$ cat src/rtl/acc_ctrl_pkg.sv
// Shared types for the rate-coded accumulator column sequencer.
// Row-0 control bundle encoding per FSM state lives here so every user agrees on it.
package acc_ctrl_pkg;

  typedef enum logic [2:0] {
    IDLE,
    CLEAR,
    ACCUM,
    MERGE,
    FLUSH
  } acc_ctrl_state_t;

  typedef struct packed {
    logic en;
    logic clr;
    logic mac_done;
  } acc_ctrl_bundle_t;

  localparam acc_ctrl_bundle_t BUNDLE_NONE  = '{en: 1'b0, clr: 1'b0, mac_done: 1'b0};
  localparam acc_ctrl_bundle_t BUNDLE_CLEAR = '{en: 1'b0, clr: 1'b1, mac_done: 1'b0};
  localparam acc_ctrl_bundle_t BUNDLE_ACCUM = '{en: 1'b1, clr: 1'b0, mac_done: 1'b0};
  localparam acc_ctrl_bundle_t BUNDLE_MERGE = '{en: 1'b1, clr: 1'b0, mac_done: 1'b1};

  function automatic acc_ctrl_bundle_t bundle_of(input acc_ctrl_state_t s);
    acc_ctrl_bundle_t b;
    case (s)
      CLEAR:   b = BUNDLE_CLEAR;
      ACCUM:   b = BUNDLE_ACCUM;
      MERGE:   b = BUNDLE_MERGE;
      default: b = BUNDLE_NONE;
    endcase
    return b;
  endfunction

endpackage

$ cat src/rtl/acc_ctrl_skew.sv
// Skew chain: tap 0 is the incoming bundle, tap r is that bundle delayed r cycles.
// The whole chain freezes while hold is high so the diagonal schedule stays intact.
module skew_pipe
  import acc_ctrl_pkg::*;
#(
  parameter int  DEPTH = 16,
  parameter type T     = acc_ctrl_bundle_t
) (
  input  logic clk,
  input  logic rst_n,
  input  logic hold,
  input  T     din,
  output T     taps [DEPTH]
);

  assign taps[0] = din;

  for (genvar gi = 1; gi < DEPTH; gi++) begin : g_stage
    T stage_d;
    T stage_q;

    always_comb begin
      stage_d = hold ? stage_q : taps[gi-1];
    end

    always_ff @(posedge clk or negedge rst_n) begin
      if (!rst_n) begin
        stage_q <= '0;
      end else begin
        stage_q <= stage_d;
      end
    end

    assign taps[gi] = stage_q;
  end

endmodule

$ cat src/rtl/acc_ctrl.sv
// Column sequencer: clear / accumulate / merge / flush schedule for ROWS accumulators,
// skewed one cycle per row, with a global stall that freezes everything.
module acc_ctrl
  import acc_ctrl_pkg::*;
#(
  parameter int ROWS  = 16,
  parameter int CNT_W = 8
) (
  input  logic             clk,
  input  logic             rst_n,
  input  logic             start,
  input  logic [CNT_W-1:0] stream_len,
  input  logic             stall,
  output logic [ROWS-1:0]  en,
  output logic [ROWS-1:0]  clr,
  output logic [ROWS-1:0]  mac_done,
  output logic             busy,
  output logic             done
);

  localparam int FW = (ROWS > 1) ? $clog2(ROWS) : 1;
  localparam logic [FW-1:0] FLUSH_LAST = FW'(ROWS - 1);

  acc_ctrl_state_t  state_q, state_d;
  logic [CNT_W-1:0] acc_cnt_q, acc_cnt_d;
  logic [FW-1:0]    flush_cnt_q, flush_cnt_d;
  logic [CNT_W-1:0] len_q, len_d;
  acc_ctrl_bundle_t bundle_q, bundle_d;
  logic             busy_q, busy_d;
  logic             term_q, term_d;

  always_comb begin
    state_d     = state_q;
    acc_cnt_d   = acc_cnt_q;
    flush_cnt_d = flush_cnt_q;
    len_d       = len_q;
    if (!stall) begin
      case (state_q)
        IDLE: begin
          if (start) begin
            state_d = CLEAR;
            len_d   = stream_len;
          end
        end
        CLEAR: begin
          if (len_q == '0) begin
            state_d = MERGE;
          end else begin
            state_d   = ACCUM;
            acc_cnt_d = '0;
          end
        end
        ACCUM: begin
          if (acc_cnt_q == len_q - CNT_W'(1)) begin
            state_d = MERGE;
          end else begin
            acc_cnt_d = acc_cnt_q + CNT_W'(1);
          end
        end
        MERGE: begin
          state_d     = FLUSH;
          flush_cnt_d = '0;
        end
        FLUSH: begin
          if (flush_cnt_q == FLUSH_LAST) begin
            state_d = IDLE;
          end else begin
            flush_cnt_d = flush_cnt_q + FW'(1);
          end
        end
        default: state_d = IDLE;
      endcase
    end
    // Outputs are decoded from the next state so they leave the flops aligned with it.
    bundle_d = bundle_of(state_d);
    busy_d   = (state_d != IDLE);
    term_d   = (state_d == FLUSH) && (flush_cnt_d == FLUSH_LAST);
  end

  always_ff @(posedge clk or negedge rst_n) begin
    if (!rst_n) begin
      state_q     <= IDLE;
      acc_cnt_q   <= '0;
      flush_cnt_q <= '0;
      len_q       <= '0;
      bundle_q    <= '0;
      busy_q      <= 1'b0;
      term_q      <= 1'b0;
    end else begin
      state_q     <= state_d;
      acc_cnt_q   <= acc_cnt_d;
      flush_cnt_q <= flush_cnt_d;
      len_q       <= len_d;
      bundle_q    <= bundle_d;
      busy_q      <= busy_d;
      term_q      <= term_d;
    end
  end

  acc_ctrl_bundle_t taps [ROWS];

  skew_pipe #(
    .DEPTH (ROWS),
    .T     (acc_ctrl_bundle_t)
  ) u_skew (
    .clk   (clk),
    .rst_n (rst_n),
    .hold  (stall),
    .din   (bundle_q),
    .taps  (taps)
  );

  for (genvar gi = 0; gi < ROWS; gi++) begin : g_gate
    assign en[gi]       = taps[gi].en       & ~stall;
    assign clr[gi]      = taps[gi].clr      & ~stall;
    assign mac_done[gi] = taps[gi].mac_done & ~stall;
  end

  assign busy = busy_q;
  assign done = term_q & ~stall;

endmodule
$ cat config.mk
export PLATFORM = sky130hd
export DESIGN_NAME = acc_ctrl
export DESIGN_NICKNAME = d
export VERILOG_FILES = /design/src/rtl/acc_ctrl_pkg.sv /design/src/rtl/acc_ctrl_skew.sv /design/src/rtl/acc_ctrl.sv
export SDC_FILE = /design/constraint.sdc
export NUM_CORES = 1
export LEC_CHECK = 0
export ABC_CLOCK_PERIOD_IN_PS = 2300
export BUFFER_PORTS_ARGS = -buffer_cell sky130_fd_sc_hd__buf_2
export CAP_MARGIN = 5
export CORE_MARGIN = 2
export CORE_UTILIZATION = 50
export CTS_CLUSTER_SIZE = 20
export DETAILED_ROUTE_END_ITERATION = 12
export PLACE_DENSITY_LB_ADDON = 0.12
export RECOVER_POWER = 50
export REMOVE_ABC_BUFFERS = 1
export SYNTH_ARGS = -nofsm -noshare
export SYNTH_HDL_FRONTEND = slang
export SYNTH_HIERARCHICAL = 1
export SYNTH_SLANG_ARGS = --single-unit
export TNS_END_PERCENT = 5
$ cat constraint.sdc
create_clock -name clk -period 2.3 [get_ports clk]
set_clock_uncertainty 0.15 [all_clocks]
set_input_delay 0.46 -clock clk [delete_from_list [all_inputs] [get_ports clk]]
set_output_delay 0.46 -clock clk [all_outputs]
set_load 0.1 [all_outputs]
Yosys cells after proc, flatten, opt, wreduce, memory -nomap -nowiden

Cells that the tools add are included.

Memories: 0
Bits in writable memories: 0
Bits in registers: 73
Output and inout bits: 50
Latch bits: 0
ROM bits: 0

Multiplexer cells: 13
$lt $le $gt $ge: 0
$add $sub $neg: 3
Multiply operators: 0
Divide/modulo/power cells: 0
Bitwise gates (word level): 50
Reduce and logical (&&, ||, !) cells: 7
Eq/ne operators: 13
Shift operators: 0

Operator list:

| cell                                             | count |
|---|---|
| bitwise AND 1 bit                                | 49 |
| two-way mux 8 bit                                | 2 |
| one-hot mux 8 bit (2 select lines)               | 1 |
| one-hot mux 3 bit (5 select lines)               | 1 |
| == test 3 x 2 -> 1 bit, second input constant    | 4 |
| two-way mux 3 bit                                | 4 |
| one-hot mux 3 bit (3 select lines)               | 1 |
| adder 8 x 1 -> 8 bit, second input constant      | 1 |
| == test 4 bit, second input constant             | 2 |
| == test 8 bit                                    | 1 |
| zero test 8 bit                                  | 1 |
| two-way mux 4 bit                                | 2 |
| one-hot mux 4 bit (2 select lines)               | 1 |
| subtractor 8 x 1 -> 8 bit, second input constant | 1 |
| == test 3 x 1 -> 1 bit, second input constant    | 2 |
| == test 3 bit, second input constant             | 2 |
| adder 4 x 1 -> 4 bit, second input constant      | 1 |
| != test 2 bit, second input constant             | 2 |
| AND reduction 4 bit                              | 1 |
| zero test 3 bit                                  | 1 |
| AND reduction 3 bit                              | 1 |
| nonzero test 3 bit                               | 1 |
| nonzero test 2 bit                               | 1 |
| logical AND 1 bit                                | 1 |
| other kinds (2)                                  | 2 |

Depth between registers and ports, before layout

Depth in word-level cells: 7
Mapped depth: 9

Hierarchy

The synthesis kept the hierarchy.

Modules (own cells, without submodules):

| module    | cells an instance | times used | area an instance (um2) |
|---|---|---|---|
| acc_ctrl  | 227               | 1          | 1978.1 |
| skew_pipe | 98                | 1          | 1896.8 |

Worst setup path after synthesis

Ideal clock, no wire load.

Path kind: input port to output port
Start: input port stall
End: output port clr[0]
Cell stages on the path: 3
Buffers on the path: 2
Path slack: -0.521 ns
Data arrival time: 2.211 ns
Cells stage by stage: clkbuf_1 clkbuf_1 nor2b_1

Word-level cells in the longest chain between the ends: 2

Ends and longest elaborated chain:

| what              | line            | RTL |
|---|---|---|
| start, declared   | acc_ctrl.sv:13  | `input logic stall,` |
| NOT 1 bit         | acc_ctrl.sv:115 | `assign clr[gi] = taps[gi].clr & ~stall;` |
| bitwise AND 1 bit | acc_ctrl.sv:115 |  |
| end, declared     | acc_ctrl.sv:15  | `output logic [ROWS-1:0] clr,` |

Every way passes these cells.

Worst setup path after layout

Start: register len_q[3]
End: register acc_cnt_q[0]

Word-level cells in the longest chain between the ends: 4

Ends and longest elaborated chain:

| what                              | line           | RTL |
|---|---|---|
| start, declared                   | acc_ctrl.sv:27 | `logic [CNT_W-1:0] len_q, len_d;` |
| start signal, assigned            | acc_ctrl.sv:93 | `len_q <= len_d;` |
| subtractor 8 x 1 -> 8 bit         | acc_ctrl.sv:54 | `if (acc_cnt_q == len_q - CNT_W'(1)) begin` |
| == test 8 bit                     | acc_ctrl.sv:54 |  |
| != test 2 bit (no line)           | --             |  |
| AND reduction 4 bit (no line) (*) | --             |  |
| end signal, assigned              | acc_ctrl.sv:91 | `acc_cnt_q <= acc_cnt_d;` |
| end, declared                     | acc_ctrl.sv:25 | `logic [CNT_W-1:0] acc_cnt_q, acc_cnt_d;` |

Mark *: on every way between the ends. The rest lies on a longest branch, timed or not.
A chain may end at the register's enable or synchronous reset.

==> metrics.md <==
| Metric | Value |
|---|---|
| Status | finished, violations left |
| Failing checks | setup timing |
| Comb pwr share | 0.574 |
| Top FF cell, synth | dfrtp_1 |
| Final setup viols | 11 |
| # IOs | 62 |
| Reg2reg setup slack | -0.13 ns |
| Total grt overflow | 0 |
| Critical R2R Launch | len_q[3] |
| Overall global routing resource usage | 0.189 |
| Crit end category | flop |
| Core area | 7610 µm² |
| Row count | 32 |
| Yosys top cell area share | 0.471 |
| Die Area | 8470 µm² |
| WP data required | 2.37 ns |
| Arrival time worst endpoint | 2.50 ns |
| Crit Path Max Fanout | 4 |
| First-pass GRT wire length | 12800 µm |
| Relative slew margins | 0.382 |
| Number of clock sinks | 73 |
| Hold Slack | 0.185 ns |
| # DRC | 0 |
| Final min period | 2.43 ns |
| Category of the most critical setup path | flop to flop |
| Fin crit share | 1.06 |
| Async set-reset flop share out of synthesis | 1.00 |
| Initial DRT Pass Iterations | 4 |
| Sum of negative setup slack | -0.980 ns |
| Met2 WL | 3650 µm |
| Mapped Area | 3870 µm² |
| Largest area contributor in the netlist | dfrtp_1 |
| FF-to-FF End | acc_cnt_q[0] |
| Final ANT Viol Nets | 0 |
| Most common library cells after synthesis | 73 x dfrtp_1, 50 x nor2b_1, 40 x mux2_4 |
| EDFF count, synth | 0 |
| Pint | 4.17 mW |
| M1 WL | 3440 µm |
| Vias in the first global route | 2659 |
| Pin count of the biggest net entering global routing | 52 |
| Min-Delay Path Class | primary input to flop |
| CTS tree | built |
| Synth area leaders | dfrtp_1 47%, mux2_4 15%, nor2b_1 8.1% |
| PortBufs | 61 |
| Place WS | -0.172 ns |
| Switching share of power | 0.463 |
| Synth Register Bits | 73 |
| Worst setup margin | -0.130 ns |
| Max-slew violations | 0 |
| Initial antenna violation count | 0 |
| RSZ-0062 raised after global routing | yes |
| Worst-margin pin slew | 0.928 ns |
| Initial Util | 0.509 |
| Die X | 92.0 µm |
| Vias post-DR | 2683 |
| H-Tree Depth | 3 |
| Top Metal Used | met4 |
| Total length of routed met3 wires | 373 µm |
| Count leader, synth | dfrtp_1 |
| Placed insts | 492 |
| Clk buf depth | 2 |
| Min-delay src | stream_len[5] |
| Worst VDD drop | 0.625 mV |
| Pwr dens | 1490 nW/µm² |
| CTS root buf | clkbuf_8 |
| Net Switching | 3.60 mW |
| WHS Endpoint | len_q[5] |
| Layout cells sized above 1 | 0.333 |
| Total of max-cap violations | 0 |
| Post-route insts no fill | 510 |
| HPWL Detailed | 5480 µm |
| Sequential share of power | 0.295 |
| Reg2Reg Depth | 7 |
| Drt total wl | 7610 µm |
| CP startpoint kind | flop |
| Chip height | 92.0 µm |
| CTS Buf Count | 9 |
| Final nets | 419 |
| Mean Syn Cell Area | 11.9 µm² |
| N_diodes | 0 |
| Starting DRT DRC Count | 78 |
| Area Growth Syn to Fin | 34.6% |
| WL per Instance | 14.9 µm |
| Lkg Pwr | 2.34 nW |
| Hold depth | 3 |
| Clk_lat worst skew | 0.34 ns |
| Post-DR vias/cell | 5.26 |
| Final Hold Vio Count | 0 |
| Register area share after synthesis | 0.471 |
| Yosys cell types | 53 |
| GP Congestion | 0.858 |
| Top achievable clock speed | 411 MHz |
| Syn Inst Count | 325 |
| Ys Warns | 6 |
| Clock network power share | 0.131 |
| CTS clk-pin slew, worst paths | 0.08 ns |
[metrics by stage]
stage          power (mW)   util  area (µm²)
2_1_floorplan        5.25      -        3720
5_1_grt              8.17  0.686        5220
4_1_cts              7.91  0.695        5290
3_5_place_dp         6.80  0.663        5050
3_3_place_gp         6.70  0.663        5050
6_report             7.77  0.686        5220
[worst max-delay path by stage]
stage / from / endpoint / slack, ns / depth (start not counted)
6_report: len_q[3] / acc_cnt_q[0] / -0.13 / 7
2_1_floorplan: len_q[2] / acc_cnt_q[0] / -0.39 / 6
5_1_grt: len_q[3] / acc_cnt_q[3] / -0.23 / 8
4_1_cts: len_q[2] / bundle_q[1] / -0.14 / 6
3_5_place_dp: len_q[0] / acc_cnt_q[5] / -0.17 / 8
3_3_place_gp: len_q[2] / bundle_q[1] / -0.07 / 6
[power by group through the flow]
| stage | registers, mW | clock network, mW | logic, mW |
|---|---|---|---|
| floorplan | 2.26 | 0 | 2.98 |
| global placement | 2.30 | 0 | 4.40 |
| detailed placement | 2.32 | 0 | 4.47 |
| CTS | 2.30 | 1.05 | 4.55 |
| global route | 2.38 | 1.10 | 4.68 |
| finish | 2.29 | 1.02 | 4.46 |
[cell families (layout without fill, tap and decap cells)]
family,after synthesis,count (layout),share of synthesized area
muxes,56,56,0.200
xor gates and xnor gates,8,8,0.0181
buffers and inverters,27,110,0.0497
DFF,73,73,0.471
AOI/OAI and AO/OA,35,35,0.0588
adders and majority gates,4,4,0.0129
and+or+nand+nor,122,122,0.189
[registers in the layout (all words and copies together) (netlist names)]
signal	count
busy	1
state_q	3
u_skew/taps	45
flush_cnt_q	4
acc_cnt_q	8
term_q	1
bundle_q	3
len_q	8
[layer usage]
layer	GRT usage	vias to the layer above
met3	0.0559	18
met4	0.0734	0
met2	0.292	69
li1	-	1280
met5	0	-
met1	0.253	1316
[worst max-delay path: stages (launching register included)]
cell and delay, ns:
dfrtp_1 0.42, nor3_2 0.07, buf_4 0.15, a31o_4 0.22, or4_4 0.55, a211oi_4 0.33, a21oi_2 0.12, mux2_4 0.30
[final cells by class]
class,count,area [µm²]
fillers,582,2390
multi-input cells,225,1820
flip-flops and latches,73,1830
repair buffers,85,1210
well taps,102,128
clock buffers,10,138
inverters,9,33.8
clock inverters,6,65.1
[cell usage in the layout (no fill, tap or decap), drive strengths merged, types with 3 or more instances in the layout]
| master | count |
|---|---|
| buf | 81 |
| and3 | 4 |
| xnor2 | 5 |
| xor2 | 3 |
| inv | 10 |
| o211ai | 3 |
| nor2b | 50 |
| mux2i | 5 |
| dfrtp | 73 |
| nand2b | 4 |
| mux2 | 51 |
| clkbuf | 13 |
| nand3 | 8 |
| or3 | 3 |
| nand2 | 15 |
| nor2 | 15 |
| ha | 4 |
| or2 | 3 |
| nor4 | 4 |
| or4 | 3 |
| clkinv | 3 |
| nor3 | 3 |
| a21oi | 9 |
| o21ai | 11 |
[timing repair]
action | CTS | global route
buffers inserted | 1 | 0
hold endpoints to repair | 36 | 0
endpoints found under the setup margin | 11 | 13
pin swaps | 2 | 8
resized for setup | 5 | 11
hold buffers | 1 | 0
Note: power is estimated with default switching activity, not from simulation.
